--- src/rtl/ex_operand_stage.sv ---
// ID/EX register and operand select: latches ID fields, forwards EX/MEM then MEM/WB per operand.
// Latency 1 cycle; stall holds the stage (capturing live forwards), flush inserts a zero bubble.
module ex_operand_stage #(
    parameter int DATA_W     = 16,
    parameter int REG_ADDR_W = 3,
    parameter int OP_W       = 3,
    parameter int IMM_W      = 6
) (
    input  logic                  clk,
    input  logic                  rst_n,
    input  logic                  stall,
    input  logic                  flush,
    input  logic                  id_valid,
    input  logic [OP_W-1:0]       id_alu_op,
    input  logic [REG_ADDR_W-1:0] id_rs_addr,
    input  logic [REG_ADDR_W-1:0] id_rt_addr,
    input  logic [DATA_W-1:0]     id_rs_data,
    input  logic [DATA_W-1:0]     id_rt_data,
    input  logic [IMM_W-1:0]      id_imm,
    input  logic                  id_use_imm,
    input  logic [REG_ADDR_W-1:0] id_rd_addr,
    input  logic                  id_reg_write,
    input  logic                  exmem_reg_write,
    input  logic [REG_ADDR_W-1:0] exmem_rd_addr,
    input  logic [DATA_W-1:0]     exmem_result,
    input  logic                  memwb_reg_write,
    input  logic [REG_ADDR_W-1:0] memwb_rd_addr,
    input  logic [DATA_W-1:0]     memwb_result,
    output logic [OP_W-1:0]       ALUOp,
    output logic [DATA_W-1:0]     Operand1,
    output logic [DATA_W-1:0]     Operand2,
    output logic [DATA_W-1:0]     ex_store_data,
    output logic                  ex_valid,
    output logic [REG_ADDR_W-1:0] ex_rd_addr,
    output logic                  ex_reg_write
);

    logic                  valid_q,     valid_d;
    logic [OP_W-1:0]       alu_op_q,    alu_op_d;
    logic [REG_ADDR_W-1:0] rs_addr_q,   rs_addr_d;
    logic [REG_ADDR_W-1:0] rt_addr_q,   rt_addr_d;
    logic [DATA_W-1:0]     rs_data_q,   rs_data_d;
    logic [DATA_W-1:0]     rt_data_q,   rt_data_d;
    logic [IMM_W-1:0]      imm_q,       imm_d;
    logic                  use_imm_q,   use_imm_d;
    logic [REG_ADDR_W-1:0] rd_addr_q,   rd_addr_d;
    logic                  reg_write_q, reg_write_d;

    logic                  exmem_hit_rs, exmem_hit_rt, memwb_hit_rs, memwb_hit_rt;
    logic [DATA_W-1:0]     rs_fwd, rt_fwd, imm_ext;

    // Register 0 is hardwired zero, so it never matches a forwarding source.
    assign exmem_hit_rs = exmem_reg_write && (exmem_rd_addr == rs_addr_q) && (rs_addr_q != '0);
    assign exmem_hit_rt = exmem_reg_write && (exmem_rd_addr == rt_addr_q) && (rt_addr_q != '0);
    assign memwb_hit_rs = memwb_reg_write && (memwb_rd_addr == rs_addr_q) && (rs_addr_q != '0);
    assign memwb_hit_rt = memwb_reg_write && (memwb_rd_addr == rt_addr_q) && (rt_addr_q != '0);

    always_comb begin
        rs_fwd = rs_data_q;
        if (exmem_hit_rs)      rs_fwd = exmem_result;
        else if (memwb_hit_rs) rs_fwd = memwb_result;
        rt_fwd = rt_data_q;
        if (exmem_hit_rt)      rt_fwd = exmem_result;
        else if (memwb_hit_rt) rt_fwd = memwb_result;
    end

    assign imm_ext = {{(DATA_W-IMM_W){imm_q[IMM_W-1]}}, imm_q};

    always_comb begin
        valid_d     = valid_q;
        alu_op_d    = alu_op_q;
        rs_addr_d   = rs_addr_q;
        rt_addr_d   = rt_addr_q;
        rs_data_d   = rs_data_q;
        rt_data_d   = rt_data_q;
        imm_d       = imm_q;
        use_imm_d   = use_imm_q;
        rd_addr_d   = rd_addr_q;
        reg_write_d = reg_write_q;
        if (flush) begin
            valid_d     = 1'b0;
            alu_op_d    = '0;
            rs_addr_d   = '0;
            rt_addr_d   = '0;
            rs_data_d   = '0;
            rt_data_d   = '0;
            imm_d       = '0;
            use_imm_d   = 1'b0;
            rd_addr_d   = '0;
            reg_write_d = 1'b0;
        end else if (stall) begin
            // Capture forwarded data so it survives the producer retiring during the stall.
            rs_data_d = rs_fwd;
            rt_data_d = rt_fwd;
        end else begin
            valid_d     = id_valid;
            alu_op_d    = id_alu_op;
            rs_addr_d   = id_rs_addr;
            rt_addr_d   = id_rt_addr;
            rs_data_d   = id_rs_data;
            rt_data_d   = id_rt_data;
            imm_d       = id_imm;
            use_imm_d   = id_use_imm;
            rd_addr_d   = id_rd_addr;
            reg_write_d = id_reg_write & id_valid;
        end
    end

    always_ff @(posedge clk or negedge rst_n) begin
        if (!rst_n) begin
            valid_q     <= 1'b0;
            alu_op_q    <= '0;
            rs_addr_q   <= '0;
            rt_addr_q   <= '0;
            rs_data_q   <= '0;
            rt_data_q   <= '0;
            imm_q       <= '0;
            use_imm_q   <= 1'b0;
            rd_addr_q   <= '0;
            reg_write_q <= 1'b0;
        end else begin
            valid_q     <= valid_d;
            alu_op_q    <= alu_op_d;
            rs_addr_q   <= rs_addr_d;
            rt_addr_q   <= rt_addr_d;
            rs_data_q   <= rs_data_d;
            rt_data_q   <= rt_data_d;
            imm_q       <= imm_d;
            use_imm_q   <= use_imm_d;
            rd_addr_q   <= rd_addr_d;
            reg_write_q <= reg_write_d;
        end
    end

    assign ALUOp         = alu_op_q;
    assign Operand1      = rs_fwd;
    assign Operand2      = use_imm_q ? imm_ext : rt_fwd;
    assign ex_store_data = rt_fwd;
    assign ex_valid      = valid_q;
    assign ex_rd_addr    = rd_addr_q;
    assign ex_reg_write  = reg_write_q & valid_q;

endmodule

--- config.mk ---
export PLATFORM = sky130hd
export DESIGN_NAME = ex_operand_stage
export DESIGN_NICKNAME = d
export VERILOG_FILES = /design/src/rtl/ex_operand_stage.sv
export SDC_FILE = /design/constraint.sdc
export NUM_CORES = 1
export LEC_CHECK = 0
export ABC_CLOCK_PERIOD_IN_PS = 6700
export CAP_MARGIN = 5
export CORE_MARGIN = 2
export CORE_UTILIZATION = 36
export CTS_BUF_LIST = sky130_fd_sc_hd__clkbuf_4 sky130_fd_sc_hd__clkbuf_8 sky130_fd_sc_hd__clkbuf_16
export CTS_CLUSTER_SIZE = 24
export DETAILED_ROUTE_END_ITERATION = 6
export PLACE_DENSITY = 0.76
export REMOVE_ABC_BUFFERS = 1
export SETUP_SLACK_MARGIN = 0.05
export SLEW_MARGIN = 5
export SYNTH_ARGS = -nofsm -noshare
export SYNTH_HDL_FRONTEND = slang
export SYNTH_SLANG_ARGS = --single-unit
--- constraint.sdc ---
create_clock -name clk -period 6.7 [get_ports clk]
set_input_delay 1.34 -clock clk [delete_from_list [all_inputs] [get_ports clk]]
set_output_delay 1.34 -clock clk [all_outputs]
set_load 0.1 [all_outputs]
==> out/qor.csv, run 1 <==
metric,value,unit
outcome,finished clean,
clk slew on worst S/H paths,110,ps
Internal,0.568,mW
final setup TNS,0,ps
FF-to-FF Start,rt_addr_q[2],
main combinational cell family by area after synthesis,compound AO/OA/AOI/OAI gates,
worst vdd ir,0.116,mV
cts hold-fix bufs,0,
Root Buffer,clkbuf_8,
Final Max Tran Viols,0,
Gate Count Post-Synth,385,
I/O pin total,153,
GP Congestion,0.866,
Row Count,35,
die width,100,um
top cell type by total area after synthesis,dfrtp_1,
total die area,0.00999,sq mm
sequential share of power,32.1,%
dpl cells,620,
Critical Path Sink Type,output port,
total power,1.10,mW
Post-CTS Resized,0,
DR WL/cell,17.8,um
"count leader, synth",nor2_1,
FMAX,180,MHz
fraction of layout instances using a drive strength above 1,18.8,%
MaxCap Viol Count,0,
worst path required time,5360,ps
R2R Setup Slk,4140,ps
worst path arrival time,4230,ps
WL final,11200,um
CP Max Fanout,17,
Synth async-reset ratio,100,%
multi-input logic area,0.00185,sq mm
class of the worst hold path,reg -> reg,
Tcrit/Tclk final,83.1,%
# port buffers,152,
Post-Synth XOR/XNOR Area,2.38,%
synth-to-layout area growth,46.5,%
critical hold path startpoint,imm_q[4],
Netlist cell types,33,
met2 wire length,5160,um
final non-filler cell total,628,
Comb pwr share,50.4,%
ranking of synthesized cells by area,"dfrtp_1 40%, nor2_1 6.2%, mux2i_1 5.7%",
Power Density,227,mW/mm^2
top layer in use,met4,
Final ANT Viol Nets,0,
Final Critical Period,5570,ps
Clock Path Buffers,2,
endpoints failing hold,0,
global route overflow,0,
synthesis-stage register bit count,53,
Nets,613,
TritonCTS Sinks,53,
Die Ht,100,um
sw power,0.535,mW
mux contribution to synthesized area,11.2,%
DP Wirelength,8380,um
sequential-to-total area share from yosys stat,40.0,%
Critical Path Source Type,input pin,
post-synthesis compound-gate area fraction,22.2,%
worst slack at placement,1200,ps
synth warn,0,
Worst Setup Path Type,in -> out,
metal3 WL,880,um
RSZ-0062 raised after global routing,no,
Metal-1 WL,4920,um
flip-flop and latch area,0.00133,sq mm
total CTS buffers,5,
reg2reg end,rt_data_q[1],
antenna fix cells,0,
placed instance area,0.00476,sq mm
starting DRC count in detailed routing,150,
fill count,831,
Post-CTS Setup Inserts,0,
Clk pwr share,17.5,%
Slew headroom,22.8,%
DRT Pass-1 Iters,4,
Reg2Reg Depth,5,
DR vias/cell,5.59,
Final setup viols,0,
synthesized area,0.00331,sq mm
leak pwr,2.08,nW
initial antenna violation count,0,
setup ws final,1130,ps
worst-margin pin slew,1150,ps
hold path endpoint,imm_q[4],
Yosys top cell area share,40.0,%
Syn Area/Cell,8.61,sq um
post-route cell area,0.00485,sq mm
adder-cell share of the synthesized area,0,%
gr usage total,22.4,%
largest net degree at the start of global routing,54,
DRC,0,
number of synthesized flops with an enable pin,0,
switch share,48.5,%
vias in the first global route,3594,
Initial Util,36.6,%
Core Area,0.00906,sq mm
CTS HTree Levels,2,
WHS Path Cells,2,
clock skew,10.5,ps
Skew-Pair Late Insertion Delay,320,ps
Vias,3509,
post-synthesis simple-gate area fraction,19.9,%
first-pass GRT wire length,17700,um
CTS tree,built,
main flop type after synthesis,dfrtp_1,
commonest cells in the netlist,"55 x nor2_1, 53 x dfrtp_1, 49 x nand2_1, 24 x clkbuf_1, 19 x mux2i_1",
==> worst max-delay path by stage <==
stage | start | to | slack (ps) | cells past startpoint
after CTS | memwb_rd_addr[2] | Operand2[4] | 1170 | 7
after detailed placement | memwb_rd_addr[0] | Operand2[1] | 1200 | 7
final | memwb_rd_addr[1] | Operand2[1] | 1130 | 7
after floorplan | memwb_rd_addr[0] | Operand2[0] | 320 | 5
after global routing | memwb_rd_addr[2] | Operand2[1] | 870 | 7
after global placement | memwb_rd_addr[2] | Operand2[4] | 1300 | 7
==> layout make-up <==
class	instances	share of cell area (%)
clock buffer	5	1.42
clock inverter	3	0.541
multi-input combinational	297	38.0
sequential	53	27.3
tap	111	2.86
timing repair buffer	159	29.8
==> worst max-delay path, stage by stage <==
cell and delay (ps):
clkdlybuf4s50_1 570, nor2b_1 880, or4b_4 430, o21ai_0 110
a31oi_1 370, mux2_2 230, buf_4 280
==> metrics by stage <==
step	hold slack [ps]	util (%)
global route	565	53.6
finish	527	53.6
floorplan	484	-
global placement	499	52.5
CTS	536	53.6
detailed placement	510	52.5
==> placed cells by master (no fill, tap or decap), types with 5 or more instances in the layout <==
cell type,n
clkdlybuf4s50_1,103
o21ai_0,5
o31ai_1,16
mux2i_1,19
mux2_2,16
nor3_1,17
a31oi_1,16
clkbuf_8,5
nor4_1,17
o21ai_2,9
buf_4,55
xor2_1,7
nand2_1,49
o22ai_1,16
a21oi_1,17
nor2_1,54
dfrtp_1,53
a22o_1,16
==> registers in the layout, summed over array words and instances (netlist names) <==
name and cells:
rs_data_q 16, rs_addr_q 3, ex_rd_addr 3, imm_q 6, rt_addr_q 3, ex_valid 1
ALUOp 3, reg_write_q 1, use_imm_q 1, rt_data_q 16
==> power groups by stage <==
stage / registers [mW] / logic [mW] / clock network, mW
CTS: 0.354 / 0.557 / 0.200
detailed placement: 0.360 / 0.556 / 0
global route: 0.356 / 0.582 / 0.210
finish: 0.354 / 0.556 / 0.193
floorplan: 0.373 / 0.373 / 0
global placement: 0.359 / 0.553 / 0
==> cell families after synthesis <==
logic type | Yosys count
multiplexers | 35
buffers and inverters | 35
flip-flops | 53
XOR/XNOR | 9
AO/OA/AOI/OAI | 104
AND/OR/NAND/NOR | 149
==> metal layers <==
metal,vias to the layer above,global-route usage (%)
met2,158,37.0
li1,1663,-
met1,1670,29.3
met3,18,5.64
met4,0,6.43
met5,-,0
(Power assumes the default switching activity.)
==> run 2: changes to the inputs <==
Settings changed: ABC_CLOCK_PERIOD_IN_PS 6700 to 4900, PLACE_DENSITY 0.76 to 0.79.
Clock period 6.7 ns to 4.9 ns, I/O delays scaled along.
==> run 2 against run 1 <==
Global-route usage rose by 1.1 points. Sequential share of layout area fell by 3.2 points. First-iteration DRC count fell by 9.3%. Critical path depth did not move. Combinational power rose by 64%. Clock power rose by 42%. Final area rose by 13%. Flip-flop and latch count did not move. Sequential power rose by 37%. Hold slack improved by 12 ps. Worst setup slack got worse by 790 ps.
==> out/qor.csv, run 2 (synthesis gave the netlist of run 1 again) <==
metric,value,unit
CTS tree,built,
DRT Pass-1 Iters,4,
R2R Setup Slk,2540,ps
reg2reg end,rt_data_q[7],
I/O pin total,153,
final setup TNS,0,ps
Vias,3544,
Root Buffer,clkbuf_8,
DR WL/cell,18.5,um
Largest regs,"rs_data_q x16, rt_data_q x16, imm_q x6",
Die Ht,100,um
Clock Path Buffers,2,
"CP delay by family, top",buffers and inverters,
Critical Path Sink Type,output port,
Nets,615,
outcome,finished clean,
DP Wirelength,9050,um
fraction of layout instances using a drive strength above 1,19.7,%
die width,100,um
crit path cell chain,clkdlybuf4s50_1 > xor2_2 > or4b_4 > o21ai_0 > a31oi_1 > mux2_2 > buf_12,
gr usage total,23.5,%
DRC,0,
CP Max Fanout,17,
Tcrit/Tclk final,93.0,%
Critical Path Source Type,input pin,
Row Count,35,
DR vias/cell,5.63,
MaxCap Viol Count,0,
clk slew on worst S/H paths,110,ps
Final Max Tran Viols,0,
"commonest non-fill, non-tap cells in the layout","103 x clkdlybuf4s50_1, 54 x nor2_1, 53 x dfrtp_1, 49 x nand2_1, 48 x buf_12",
CTS HTree Levels,2,
crit path launch,memwb_rd_addr[0],
Skew-Pair Late Insertion Delay,320,ps
worst-margin pin slew,1120,ps
crit-path max cell delay,600,ps
worst path required time,3920,ps
global route overflow,0,
clock skew,10.2,ps
Post-CTS Setup Inserts,0,
dpl cells,622,
Worst Setup Path Type,in -> out,
total die area,0.00999,sq mm
final core occ,60.5,%
initial antenna violation count,0,
vias in the first global route,3727,
Setup crit end,Operand2[0],
Core Area,0.00906,sq mm
Power Density,304,mW/mm^2
first-pass GRT wire length,18700,um
RSZ-0062 raised after global routing,no,
Initial Util,36.6,%
Final ANT Viol Nets,0,
class of the worst hold path,reg -> reg,
Slew headroom,24.9,%
Worst path depth,7,
worst path arrival time,3580,ps
antenna fix cells,0,
crit path buf inv count,2,
WL final,11600,um
Hold WS,539,ps
Final Critical Period,4560,ps
endpoints failing hold,0,
TritonCTS Sinks,53,
leak pwr,2.26,nW
FMAX,219,MHz
largest net degree at the start of global routing,54,
total power,1.67,mW
Final setup viols,0,
GP Congestion,0.886,
FF-to-FF Start,rt_addr_q[2],
total CTS buffers,5,
final non-filler cell total,630,
Slowest cell on crit path,xor2_2,
starting DRC count in detailed routing,136,
worst vdd ir,0.191,mV
Reg2Reg Depth,5,
# port buffers,152,
"most common cell after layout, fill and taps aside",clkdlybuf4s50_1,
synth-to-layout area growth,65.6,%
-- run 2: cell types whose count changed in the layout (fill, tap and decap cells not counted), sizes merged --
cell    change
buf         +2
clkinv      -2
inv         +2
-- run 2: timing repair --
action | CTS | global route
setup endpoints to repair | 0 | 21
gates resized for setup | 0 | 3
hold buffers | 0 | 0
-- run 2: tightest hold or removal path: stages (launching register included) --
cell,delay (ps)
dfrtp_1,370
mux2i_1,70
nor2_1,70
-- run 2: report_power, final --
group          internal, mW  leakage (nW)  total [mW]  switching (mW)
sequential            0.465         0.703       0.484          0.0190
combinational         0.330          1.51       0.910           0.581
clock                 0.107        0.0495       0.274           0.167
total                 0.901          2.26        1.67           0.767
-- run 2: worst min path at each step --
stage | depth (start not counted) | slack, ps | endpoint | startpoint
CTS | 2 | 540 | imm_q[1] | imm_q[1]
global placement | 2 | 500 | imm_q[4] | imm_q[4]
detailed placement | 2 | 510 | imm_q[1] | imm_q[1]
finish | 2 | 540 | imm_q[1] | imm_q[1]
floorplan | 2 | 480 | imm_q[0] | imm_q[0]
global route | 2 | 570 | imm_q[1] | imm_q[1]
-- run 2: final cells by class --
| class | count | area, sq um |
|---|---|---|
| Clock inverter | 3 | 26.3 |
| Fill cell | 793 | 3580 |
| Tap cell | 111 | 139 |
| Timing Repair Buffer | 161 | 2060 |
| Multi-Input combinational cell | 297 | 1860 |
| Sequential cell | 53 | 1330 |
| Clock buffer | 5 | 68.8 |
-- run 2: stage by stage --
step	setup slack (ps)	cell area [sq um]
2_1_floorplan	-757	3170
3_3_place_gp	188	5380
3_5_place_dp	82.1	5380
4_1_cts	72.0	5470
5_1_grt	140	5490
6_report	342	5490
-- run 2: metal layers --
layer | share of wire [%] | track usage [%] | vias to the layer above
met1 | 40 | 28.6 | 1682
met4 | 2.4 | 7.80 | 0
met2 | 48 | 39.4 | 180
met3 | 9.8 | 7.87 | 24
met5 | 0 | 0 | -
li1 | - | - | 1658
==> run 3: changes to the inputs <==
Settings changed: MAX_ROUTING_LAYER from default to met4.
==> run 3 against run 2 <==
First-iteration DRC count grew 8.1%. Die area is the same. Utilization grew 0.11 points. Routed wire length grew 0.17%. Critical path type unchanged. Largest cell class unchanged. Largest power group unchanged. Highest routed layer unchanged.
==> out/qor.csv, run 3 (synthesis gave the netlist of run 1 again) <==
metric,value,unit
outcome,finished clean,
antenna fix cells,0,
dpl cells,623,
R2R Setup Slk,2580,ps
worst slack at placement,108,ps
DR WL/cell,18.5,um
endpoints failing hold,0,
total die area,0.00999,sq mm
FMAX,222,MHz
Root Buffer,clkbuf_8,
Slowest cell on crit path,xor2_2,
Skew-Pair Late Insertion Delay,320,ps
"commonest non-fill, non-tap cells in the layout","103 x clkdlybuf4s50_1, 54 x nor2_1, 53 x dfrtp_1, 49 x nand2_1, 48 x buf_12",
CP Max Fanout,17,
Worst Setup Path Type,in -> out,
GP Congestion,0.922,
class of the worst hold path,reg -> reg,
"most common cell after layout, fill and taps aside",clkdlybuf4s50_1,
Initial Util,36.6,%
post-route cell area,0.00550,sq mm
MaxCap Viol Count,0,
DRT Pass-1 Iters,4,
clock skew,18.6,ps
leak pwr,2.27,nW
Reg2Reg Depth,5,
DP Wirelength,8980,um
final setup TNS,0,ps
Vias,3525,
Critical Path Sink Type,output port,
WL final,11700,um
Tcrit/Tclk final,92.0,%
WHS Path Cells,2,
critical hold path startpoint,ex_rd_addr[2],
reg2reg end,rt_data_q[15],
synth-to-layout area growth,65.9,%
die width,100,um
Nets,616,
gr usage total,24.2,%
worst-margin pin slew,1130,ps
starting DRC count in detailed routing,147,
largest net degree at the start of global routing,54,
FF-to-FF Start,rt_addr_q[2],
switch share,45.9,%
fraction of layout instances using a drive strength above 1,19.8,%
worst vdd ir,0.162,mV
crit path cell chain,clkdlybuf4s50_1 > xor2_2 > or4b_4 > o21ai_0 > a31oi_1 > mux2_2 > buf_12,
Critical Path Source Type,input pin,
worst path arrival time,3530,ps
# port buffers,152,
crit path buf inv count,2,
Power Density,304,mW/mm^2
Final ANT Viol Nets,0,
final non-filler cell total,631,
Post-CTS Resized,0,
setup ws final,392,ps
cts hold-fix bufs,0,
I/O pin total,153,
DR vias/cell,5.59,
clk slew on worst S/H paths,120,ps
TritonCTS Sinks,53,
Internal,0.904,mW
Largest regs,"rs_data_q x16, rt_data_q x16, imm_q x6",
CTS tree,built,
vias in the first global route,3727,
Hold WS,544,ps
initial antenna violation count,0,
Worst path depth,7,
final core occ,60.6,%
Clock Path Buffers,2,
sw power,0.767,mW
total CTS buffers,5,
Slew headroom,24.8,%
Final setup viols,0,
global route overflow,0,
Clk pwr share,16.5,%
worst path required time,3920,ps
RSZ-0062 raised after global routing,no,
sequential share of power,29.0,%
Comb pwr share,54.5,%
"CP delay by family, top",buffers and inverters,
Post-CTS Setup Inserts,0,
DRC,0,
Die Ht,100,um
total power,1.67,mW
first-pass GRT wire length,18600,um
Core Area,0.00906,sq mm
hold path endpoint,ex_rd_addr[2],
placed instance area,0.00538,sq mm
CTS HTree Levels,2,
Row Count,35,
Final Critical Period,4510,ps
Final Max Tran Viols,0,
crit-path max cell delay,590,ps
[run 3: cell count changes in the layout (fill, tap and decap cells not counted), sizes merged]
cell,before,now
buf,58,59
[run 3: worst register-to-register path, cell delays in order, from the launching register on]
cell,delay [ps]
dfrtp_1,480
xor2_2,310
or4b_4,740
o21ai_0,210
a31oi_1,190
a22o_1,270
[run 3: area by class of cell]
cell class	instances	area (sq um)
clock buffers	5	68.8
clock inverters	3	28.8
fillers	766	3570
multi-input cells	297	1860
flip-flops and latches	53	1330
well taps	111	139
repair buffers	162	2070
[run 3: power groups by stage]
stage	registers, mW	clock network, mW	logic, mW
4_1_cts	0.483	0.288	0.913
2_1_floorplan	0.510	0	0.510
5_1_grt	0.487	0.302	0.946
3_3_place_gp	0.490	0	0.903
3_5_place_dp	0.492	0	0.911
6_report	0.484	0.276	0.910
[run 3: how the worst max path moves through the flow]
| stage | startpoint | endpoint |
|---|---|---|
| floorplan | memwb_rd_addr[0] | Operand2[0] |
| global placement | memwb_rd_addr[0] | Operand2[0] |
| detailed placement | memwb_rd_addr[0] | Operand2[1] |
| CTS | memwb_rd_addr[0] | Operand2[0] |
| global route | memwb_rd_addr[2] | Operand2[4] |
| finish | memwb_rd_addr[0] | Operand2[0] |
[run 3: per-layer routing]
metal / track usage (%) / wire length, um / vias up
met5: - / 0 / -
met4: 8.32 / 303 / 0
met3: 5.36 / 917 / 22
met2: 40.1 / 5550 / 166
met1: 29.3 / 4890 / 1671
li1: - / - / 1666
